[src/rtl/riscv_pkg.sv]
// Shared decode definitions for the RV64 pipeline slice.
//
// Contents:
//   - opcode constants for the instruction classes the ID/EX stage cares about
//   - ALUOp encodings produced by the decode control unit
//   - ctrl_t: the nine decode control bits bundled as one packed word
//   - CTRL_BUBBLE: the all-zero control word used when a bubble is injected
//   - uses_rs1 / uses_rs2: which register sources an opcode actually reads
package riscv_pkg;

    localparam logic [6:0] ALU_R     = 7'b0110011;
    localparam logic [6:0] ALU_I     = 7'b0010011;
    localparam logic [6:0] BRANCH_EQ = 7'b1100011;
    localparam logic [6:0] JUMP      = 7'b1101111;
    localparam logic [6:0] LOAD      = 7'b0000011;
    localparam logic [6:0] STORE     = 7'b0100011;

    localparam logic [1:0] ALUOP_ADD    = 2'b00;
    localparam logic [1:0] ALUOP_SUB    = 2'b01;
    localparam logic [1:0] ALUOP_R_TYPE = 2'b10;

    typedef struct packed {
        logic [1:0] alu_op;
        logic       branch;
        logic       mem_read;
        logic       mem_2_reg;
        logic       mem_write;
        logic       alu_src;
        logic       reg_write;
        logic       jump;
    } ctrl_t;

    // A bubble must look like a NOP to every later stage: nothing written,
    // nothing loaded or stored, no control transfer.
    localparam ctrl_t CTRL_BUBBLE = '0;

    // Jumps read no register here, and unknown opcodes are treated the same
    // way so that garbage in ID can never stall the pipe.
    function automatic logic uses_rs1(input logic [6:0] opcode);
        return (opcode == ALU_R) || (opcode == ALU_I) || (opcode == LOAD) ||
               (opcode == STORE) || (opcode == BRANCH_EQ);
    endfunction

    function automatic logic uses_rs2(input logic [6:0] opcode);
        return (opcode == ALU_R) || (opcode == STORE) || (opcode == BRANCH_EQ);
    endfunction

endpackage

[src/rtl/load_use_detect.sv]
// Load-use hazard detector.
//
// Raises hz when the instruction now in EX is a real load whose destination
// (other than x0) is a register the instruction in ID is about to read.
//
// Ports:
//   id_opcode   in  7       opcode of the instruction in ID
//   id_rs1      in  REG_AW  first source index in ID
//   id_rs2      in  REG_AW  second source index in ID
//   ex_rd       in  REG_AW  destination index of the instruction in EX
//   ex_mem_read in  1       instruction in EX is a load
//   ex_valid    in  1       EX slot holds a real instruction
//   hz          out 1       load-use hazard present (combinational)
module load_use_detect
    import riscv_pkg::*;
#(
    parameter int REG_AW = 5
) (
    input  logic [6:0]        id_opcode,
    input  logic [REG_AW-1:0] id_rs1,
    input  logic [REG_AW-1:0] id_rs2,
    input  logic [REG_AW-1:0] ex_rd,
    input  logic              ex_mem_read,
    input  logic              ex_valid,
    output logic              hz
);

    logic rs1_match;
    logic rs2_match;
    logic load_in_ex;

    // x0 is hardwired to zero, so a load targeting it produces nothing that
    // a consumer could be waiting on.
    assign load_in_ex = ex_valid && ex_mem_read && (ex_rd != '0);
    assign rs1_match  = uses_rs1(id_opcode) && (ex_rd == id_rs1);
    assign rs2_match  = uses_rs2(id_opcode) && (ex_rd == id_rs2);
    assign hz         = load_in_ex && (rs1_match || rs2_match);

endmodule

[src/rtl/id_ex_hazard_reg.sv]
// ID/EX pipeline register with load-use stall and bubble injection.
//
// Captures the decode control word, operands and register indices and
// presents them to EX one cycle later. A load-use hazard freezes PC/IF_ID
// through stall and drops a bubble into EX; a flush from branch/jump
// resolution also drops a bubble but is not counted.
//
// Ports:
//   clk, arst_n            clock; synchronous active-low reset
//   pipe_en                0 holds every register (memory wait)
//   flush_id_ex            discard the instruction in ID
//   id_opcode, id_func     opcode and {instr[30], instr[14:12]}
//   id_alu_op, id_branch, id_mem_read, id_mem_2_reg, id_mem_write,
//   id_alu_src, id_reg_write, id_jump   decode control
//   id_rs1, id_rs2, id_rd  register indices
//   id_rdata1, id_rdata2, id_imm, id_pc  operands
//   ex_*                   registered copies of the above for EX
//   ex_valid               EX slot holds a real instruction
//   stall                  combinational; hold PC and IF/ID this cycle
//   bubble_cnt             saturating count of hazard bubbles
module id_ex_hazard_reg
    import riscv_pkg::*;
#(
    parameter int DATA_W = 64,
    parameter int REG_AW = 5,
    parameter int CNT_W  = 16
) (
    input  logic              clk,
    input  logic              arst_n,
    input  logic              pipe_en,
    input  logic              flush_id_ex,
    input  logic [6:0]        id_opcode,
    input  logic [1:0]        id_alu_op,
    input  logic              id_branch,
    input  logic              id_mem_read,
    input  logic              id_mem_2_reg,
    input  logic              id_mem_write,
    input  logic              id_alu_src,
    input  logic              id_reg_write,
    input  logic              id_jump,
    input  logic [REG_AW-1:0] id_rs1,
    input  logic [REG_AW-1:0] id_rs2,
    input  logic [REG_AW-1:0] id_rd,
    input  logic [DATA_W-1:0] id_rdata1,
    input  logic [DATA_W-1:0] id_rdata2,
    input  logic [DATA_W-1:0] id_imm,
    input  logic [DATA_W-1:0] id_pc,
    input  logic [3:0]        id_func,
    output logic [1:0]        ex_alu_op,
    output logic              ex_branch,
    output logic              ex_mem_read,
    output logic              ex_mem_2_reg,
    output logic              ex_mem_write,
    output logic              ex_alu_src,
    output logic              ex_reg_write,
    output logic              ex_jump,
    output logic [REG_AW-1:0] ex_rs1,
    output logic [REG_AW-1:0] ex_rs2,
    output logic [REG_AW-1:0] ex_rd,
    output logic [DATA_W-1:0] ex_rdata1,
    output logic [DATA_W-1:0] ex_rdata2,
    output logic [DATA_W-1:0] ex_imm,
    output logic [DATA_W-1:0] ex_pc,
    output logic [3:0]        ex_func,
    output logic              ex_valid,
    output logic              stall,
    output logic [CNT_W-1:0]  bubble_cnt
);

    localparam logic [CNT_W-1:0] CNT_MAX = '1;

    ctrl_t             id_ctrl;
    ctrl_t             ex_ctrl;
    logic [REG_AW-1:0] rs1_q, rs2_q, rd_q;
    logic [DATA_W-1:0] rdata1_q, rdata2_q, imm_q, pc_q;
    logic [3:0]        func_q;
    logic              valid_q;
    logic [CNT_W-1:0]  cnt_q;
    logic              hz;

    assign id_ctrl = '{
        alu_op:    id_alu_op,
        branch:    id_branch,
        mem_read:  id_mem_read,
        mem_2_reg: id_mem_2_reg,
        mem_write: id_mem_write,
        alu_src:   id_alu_src,
        reg_write: id_reg_write,
        jump:      id_jump
    };

    load_use_detect #(
        .REG_AW(REG_AW)
    ) u_detect (
        .id_opcode  (id_opcode),
        .id_rs1     (id_rs1),
        .id_rs2     (id_rs2),
        .ex_rd      (rd_q),
        .ex_mem_read(ex_ctrl.mem_read),
        .ex_valid   (valid_q),
        .hz         (hz)
    );

    // A flush discards the dependent instruction anyway, so there is nothing
    // to wait for; and while the pipe is frozen nothing advances, so there is
    // nothing to hold back either.
    assign stall = hz && !flush_id_ex && pipe_en;

    // Pipeline register. Priority: reset, global hold, flush, hazard bubble,
    // normal capture. Bubbles zero the data fields too so EX never sees stale
    // operands attached to an invalid slot.
    always_ff @(posedge clk) begin
        if (!arst_n) begin
            ex_ctrl  <= CTRL_BUBBLE;
            rs1_q    <= '0;
            rs2_q    <= '0;
            rd_q     <= '0;
            rdata1_q <= '0;
            rdata2_q <= '0;
            imm_q    <= '0;
            pc_q     <= '0;
            func_q   <= '0;
            valid_q  <= 1'b0;
            cnt_q    <= '0;
        end else if (pipe_en) begin
            if (flush_id_ex || hz) begin
                ex_ctrl  <= CTRL_BUBBLE;
                rs1_q    <= '0;
                rs2_q    <= '0;
                rd_q     <= '0;
                rdata1_q <= '0;
                rdata2_q <= '0;
                imm_q    <= '0;
                pc_q     <= '0;
                func_q   <= '0;
                valid_q  <= 1'b0;
                // Only hazard bubbles are a performance cost worth counting;
                // the counter sticks at all-ones rather than wrapping.
                if (!flush_id_ex && (cnt_q != CNT_MAX)) begin
                    cnt_q <= cnt_q + CNT_W'(1);
                end
            end else begin
                ex_ctrl  <= id_ctrl;
                rs1_q    <= id_rs1;
                rs2_q    <= id_rs2;
                rd_q     <= id_rd;
                rdata1_q <= id_rdata1;
                rdata2_q <= id_rdata2;
                imm_q    <= id_imm;
                pc_q     <= id_pc;
                func_q   <= id_func;
                valid_q  <= 1'b1;
            end
        end
    end

    assign ex_alu_op    = ex_ctrl.alu_op;
    assign ex_branch    = ex_ctrl.branch;
    assign ex_mem_read  = ex_ctrl.mem_read;
    assign ex_mem_2_reg = ex_ctrl.mem_2_reg;
    assign ex_mem_write = ex_ctrl.mem_write;
    assign ex_alu_src   = ex_ctrl.alu_src;
    assign ex_reg_write = ex_ctrl.reg_write;
    assign ex_jump      = ex_ctrl.jump;
    assign ex_rs1       = rs1_q;
    assign ex_rs2       = rs2_q;
    assign ex_rd        = rd_q;
    assign ex_rdata1    = rdata1_q;
    assign ex_rdata2    = rdata2_q;
    assign ex_imm       = imm_q;
    assign ex_pc        = pc_q;
    assign ex_func      = func_q;
    assign ex_valid     = valid_q;
    assign bubble_cnt   = cnt_q;

endmodule

[config.mk]
export PLATFORM = sky130hd
export DESIGN_NAME = id_ex_hazard_reg
export DESIGN_NICKNAME = d
export VERILOG_FILES = /design/src/rtl/riscv_pkg.sv /design/src/rtl/load_use_detect.sv /design/src/rtl/id_ex_hazard_reg.sv
export SDC_FILE = /design/constraint.sdc
export NUM_CORES = 1
export LEC_CHECK = 0
export BUFFER_PORTS_ARGS = -buffer_cell sky130_fd_sc_hd__buf_4
export CAP_MARGIN = 20
export CORE_AREA = 2 2 229 231
export DETAILED_ROUTE_END_ITERATION = 10
export DIE_AREA = 0 0 231 233
export GPL_TIMING_DRIVEN = 0
export REMOVE_ABC_BUFFERS = 1
export SLEW_MARGIN = 25
export SYNTH_ARGS = -nofsm -noshare
export SYNTH_HDL_FRONTEND = slang
export SYNTH_SLANG_ARGS = --single-unit
[constraint.sdc]
create_clock -name clk -period 1.82 [get_ports clk]
set_input_delay 0.364 -clock clk [delete_from_list [all_inputs] [get_ports clk]]
set_output_delay 0.364 -clock clk [all_outputs]
set_load 0.02 [all_outputs]
==> impl_metrics.env <==
export IMPL_crit_type="flip-flop to flip-flop"
export IMPL_grt_antenna_before_repair=0
export IMPL_post_synth_inst_count=753
export IMPL_postRouteWirelength_mm=39.1
export IMPL_worst_hold_startpoint="id_imm[19]"
export IMPL_grt_pass1_vias=9360
export IMPL_failed_checks="setup timing"
export IMPL_tightestPinTransition_ns=0.640
export IMPL_first_pass_iters=4
export IMPL_globalRouteTotalUtil_pct=13.5
export IMPL_grt_start_max_net_pins=36
export IMPL_drive_gt1_share_pct=55.0
export IMPL_placementRows=83
export IMPL_crit_chain="xnor2_2 -> nand4_1 -> o22ai_4 -> a21oi_4 -> buf_6 -> buf_16 -> buf_16 -> buf_16 -> buf_12 -> buf_16 -> a22o_1"
export IMPL_rr_startpoint="ex_rd[1]$_SDFFE_PN0P_"
export IMPL_detail_route_wl_per_cell_um=18.2
export IMPL_ant_nets=0
export IMPL_clock_latency_late_sink_ns=0.53
export IMPL_synth_top_cell_area_share_pct=63.5
export IMPL_synth_lib_cells_used_distinct=41
export IMPL_placement_io_buffers=596
export IMPL_floorplan_die_height_um=233
export IMPL_pwr_density_cell_nw_per_um2=883
export IMPL_synth_edf_count=0
export IMPL_synth_top_cells_by_count="sky130_fd_sc_hd__dfxtp_1, sky130_fd_sc_hd__a22o_1, sky130_fd_sc_hd__clkbuf_1, sky130_fd_sc_hd__buf_2"
export IMPL_timing_critical_path_slowest_stage_cell="sky130_fd_sc_hd__dfxtp_4"
export IMPL_clock_root_buffer="sky130_fd_sc_hd__clkbuf_16"
export IMPL_global_route_overflow_total=0
export IMPL_placed_area_um2=15100
export IMPL_timing_clock_skew_ns=0.0194
export IMPL_worst_endpoint_required_time_ns=2.24
export IMPL_timing_hold_violations_final=0
export IMPL_critPathTopFamily="buffers and inverters"
export IMPL_leakage_uw=0.00818
export IMPL_final_hold_worst_slack_ns=0.0482
export IMPL_worst_setup_hold_path_clk_slew_ns=0.06
export IMPL_sequential_fraction_of_the_synthesis_area_pct=63.5
export IMPL_detailedPlacementHpwl_mm=25.2
export IMPL_tritoncts_num_sinks=301
export IMPL_core_area_um2=51100
export IMPL_postSynth_topFlopCell="sky130_fd_sc_hd__dfxtp_1"
export IMPL_vias=9197
export IMPL_first_pass_grt_wire_length_mm=55.9
export IMPL_cts_tree="done"
export IMPL_clock_fmax_mhz=463
export IMPL_rsz0062_at_grt="true"
export IMPL_timing_max_transition_violations_final=0
export IMPL_slew_headroom_pct=57.3
export IMPL_min_path_type="input port to flip-flop"
export IMPL_stdcell_count=2146
export IMPL_finish_instance_area_um2=18000
export IMPL_area_delta_synth_final_pct=89.4
export IMPL_cp_end_kind="flip-flop"
export IMPL_die_w_um=231
export IMPL_power_ir_vdd_worst_uv=583
export IMPL_dpl_worst_slack_ns=-0.905
export IMPL_dp_cells=1986
export IMPL_crit_path_max_fanout=6
export IMPL_dr_first_iter_drc_count=402
export IMPL_synthArstFlopShare_pct=0
export IMPL_layout_worst_path_cycle_share_pct=119
export IMPL_final_period_minus_worst_setup_slack_ns=2.16
export IMPL_post_synth_top_area_cell="sky130_fd_sc_hd__dfxtp_1"
export IMPL_critical_path_most_common_cell="sky130_fd_sc_hd__buf_16"
export IMPL_max_cap_violations=0
export IMPL_antenna_diode_count=0
export IMPL_ff_latch_count_synth=301
export IMPL_startpoint="ex_rd[1]$_SDFFE_PN0P_"
export IMPL_nNetsFinal=1739
export IMPL_final_critical_path_setup_slack_ns=-0.338
export IMPL_yosys_warnings=0
export IMPL_crit_buf_inv=6
export IMPL_setup_reg_to_reg_worst_slack_ns=-0.34
export IMPL_yosysMostFrequentCell="sky130_fd_sc_hd__dfxtp_1"
export IMPL_fp_dieArea_um2=53800
export IMPL_hold_path_endpoint="ex_imm[19]$_SDFFE_PN0P_"
export IMPL_total_power_uw=15900
export IMPL_drcViolationCount=0
export IMPL_mappedNetlistArea_um2=9490
export IMPL_cts_htree_levels=2
export IMPL_io_pins=597
export IMPL_cts_buffers=35
export IMPL_timing_rr_end="ex_imm[17]$_SDFFE_PN0P_"
export IMPL_worst_path_largest_cell_delay_ns=0.37
export IMPL_setup_worst_path_start_class="flip-flop"
export IMPL_floorplan_initialDensity_pct=18.6
export IMPL_finalSetupViolCount=276
export IMPL_cell_depth_of_the_worst_hold_path=2
export IMPL_run_status="finished with violations"
export IMPL_max_clock_path_buffers=3
export IMPL_synth_area_top_cells="sky130_fd_sc_hd__dfxtp_1, sky130_fd_sc_hd__a22o_1, sky130_fd_sc_hd__buf_2, sky130_fd_sc_hd__clkbuf_1, sky130_fd_sc_hd__xnor2_1"
export IMPL_via_per_inst=4.29
export IMPL_gp_congestion=0.767
export IMPL_ff2ff_path_depth=11
export IMPL_cp_arrival_ns=2.58
export IMPL_syn_area_per_cell_um2=12.6
==> worst max path at each step <==
stage	slack, ns	to	depth (start not counted)
final	-0.34	ex_imm[17]$_SDFFE_PN0P_	11
after global routing	-0.43	stall	5
after CTS	-0.39	stall	6
after detailed placement	-0.90	ex_rdata2[8]$_SDFFE_PN0P_	12
after global placement	-13.48	ex_imm[28]$_SDFFE_PN0P_	4
after floorplan	-8.22	ex_alu_op[0]$_SDFFE_PN0P_	3
==> layout make-up <==
type                       count  area (um^2)
fill                        4930        33100
timing repair buffer         717         6620
sequential                   301         6050
multi-input combinational    386         3380
clock buffer                  46          967
tap                          680          851
clock inverter                14          109
inverter                       2         7.51
==> layer usage <==
metal,vias up,track usage (%),share of wire (%)
met3,67,3.71,7.5
li1,4308,-,-
met1,4404,15.3,38
met5,-,0,0
met4,0,6.41,3.3
met2,418,23.5,51
==> per-stage QoR <==
stage	util, %	setup TNS, ns
after floorplan	-	-2343.92
after global routing	35.2	-71.45
final	35.2	-56.34
after CTS	34.9	-57.69
after detailed placement	29.5	-130.86
after global placement	28.5	-3826.75
==> cell usage in the layout (no fill, tap or decap), types with 2 or more instances in the layout <==
| cell type | instances |
|---|---|
| sky130_fd_sc_hd__buf_4 | 609 |
| sky130_fd_sc_hd__dfxtp_1 | 291 |
| sky130_fd_sc_hd__a22o_1 | 284 |
| sky130_fd_sc_hd__clkbuf_16 | 38 |
| sky130_fd_sc_hd__buf_16 | 33 |
| sky130_fd_sc_hd__buf_12 | 25 |
| sky130_fd_sc_hd__buf_6 | 22 |
| sky130_fd_sc_hd__buf_8 | 13 |
| sky130_fd_sc_hd__dlygate4sd3_1 | 12 |
| sky130_fd_sc_hd__nand2_1 | 10 |
| sky130_fd_sc_hd__clkinv_2 | 9 |
| sky130_fd_sc_hd__xnor2_2 | 8 |
| sky130_fd_sc_hd__nand3_1 | 8 |
| sky130_fd_sc_hd__o21ai_0 | 7 |
| sky130_fd_sc_hd__clkbuf_1 | 6 |
| sky130_fd_sc_hd__a21oi_1 | 5 |
| sky130_fd_sc_hd__a21oi_2 | 5 |
| sky130_fd_sc_hd__dfxtp_2 | 5 |
| sky130_fd_sc_hd__clkbuf_8 | 5 |
| sky130_fd_sc_hd__dfxtp_4 | 5 |
| sky130_fd_sc_hd__nor2_1 | 4 |
| sky130_fd_sc_hd__or3_4 | 4 |
| sky130_fd_sc_hd__or3_1 | 4 |
| sky130_fd_sc_hd__nand4_1 | 3 |
| sky130_fd_sc_hd__and3_1 | 3 |
| sky130_fd_sc_hd__inv_6 | 3 |
| sky130_fd_sc_hd__xnor2_1 | 2 |
| sky130_fd_sc_hd__nand4_4 | 2 |
| sky130_fd_sc_hd__and2_4 | 2 |
| sky130_fd_sc_hd__inv_1 | 2 |
| sky130_fd_sc_hd__and4_1 | 2 |
| sky130_fd_sc_hd__nand3_4 | 2 |
| sky130_fd_sc_hd__o31ai_1 | 2 |
| sky130_fd_sc_hd__mux2i_1 | 2 |
==> cell families (layout without fill, tap and decap cells) <==
family | Yosys count | count (layout) | synth area share, %
adder cells (fa/ha/maj) | 1 | 1 | 0.132
flip-flops | 301 | 301 | 63.5
AO/OA/AOI/OAI | 313 | 313 | 28.4
multiplexers | 2 | 2 | 0.211
AND/OR/NAND/NOR | 59 | 59 | 3.77
buffers and inverters | 66 | 779 | 2.98
XOR/XNOR | 11 | 11 | 1.02
==> power by group <==
group	internal [uW]	switching, uW	leakage, uW
registers	6840	161	0.00246
clock network	3890	2800	0.000537
logic	1240	941	0.00518
total	12000	3900	0.00818
==> timing repair <==
item	4_1_cts	5_1_grt
setup buffers	46	32
hold buffers	12	0
pin swaps	215	91
endpoints found under the setup margin	288	302
cloned	32	2
resized for setup	101	64
hold endpoints to repair	12	0
(Power assumes the default switching activity.)
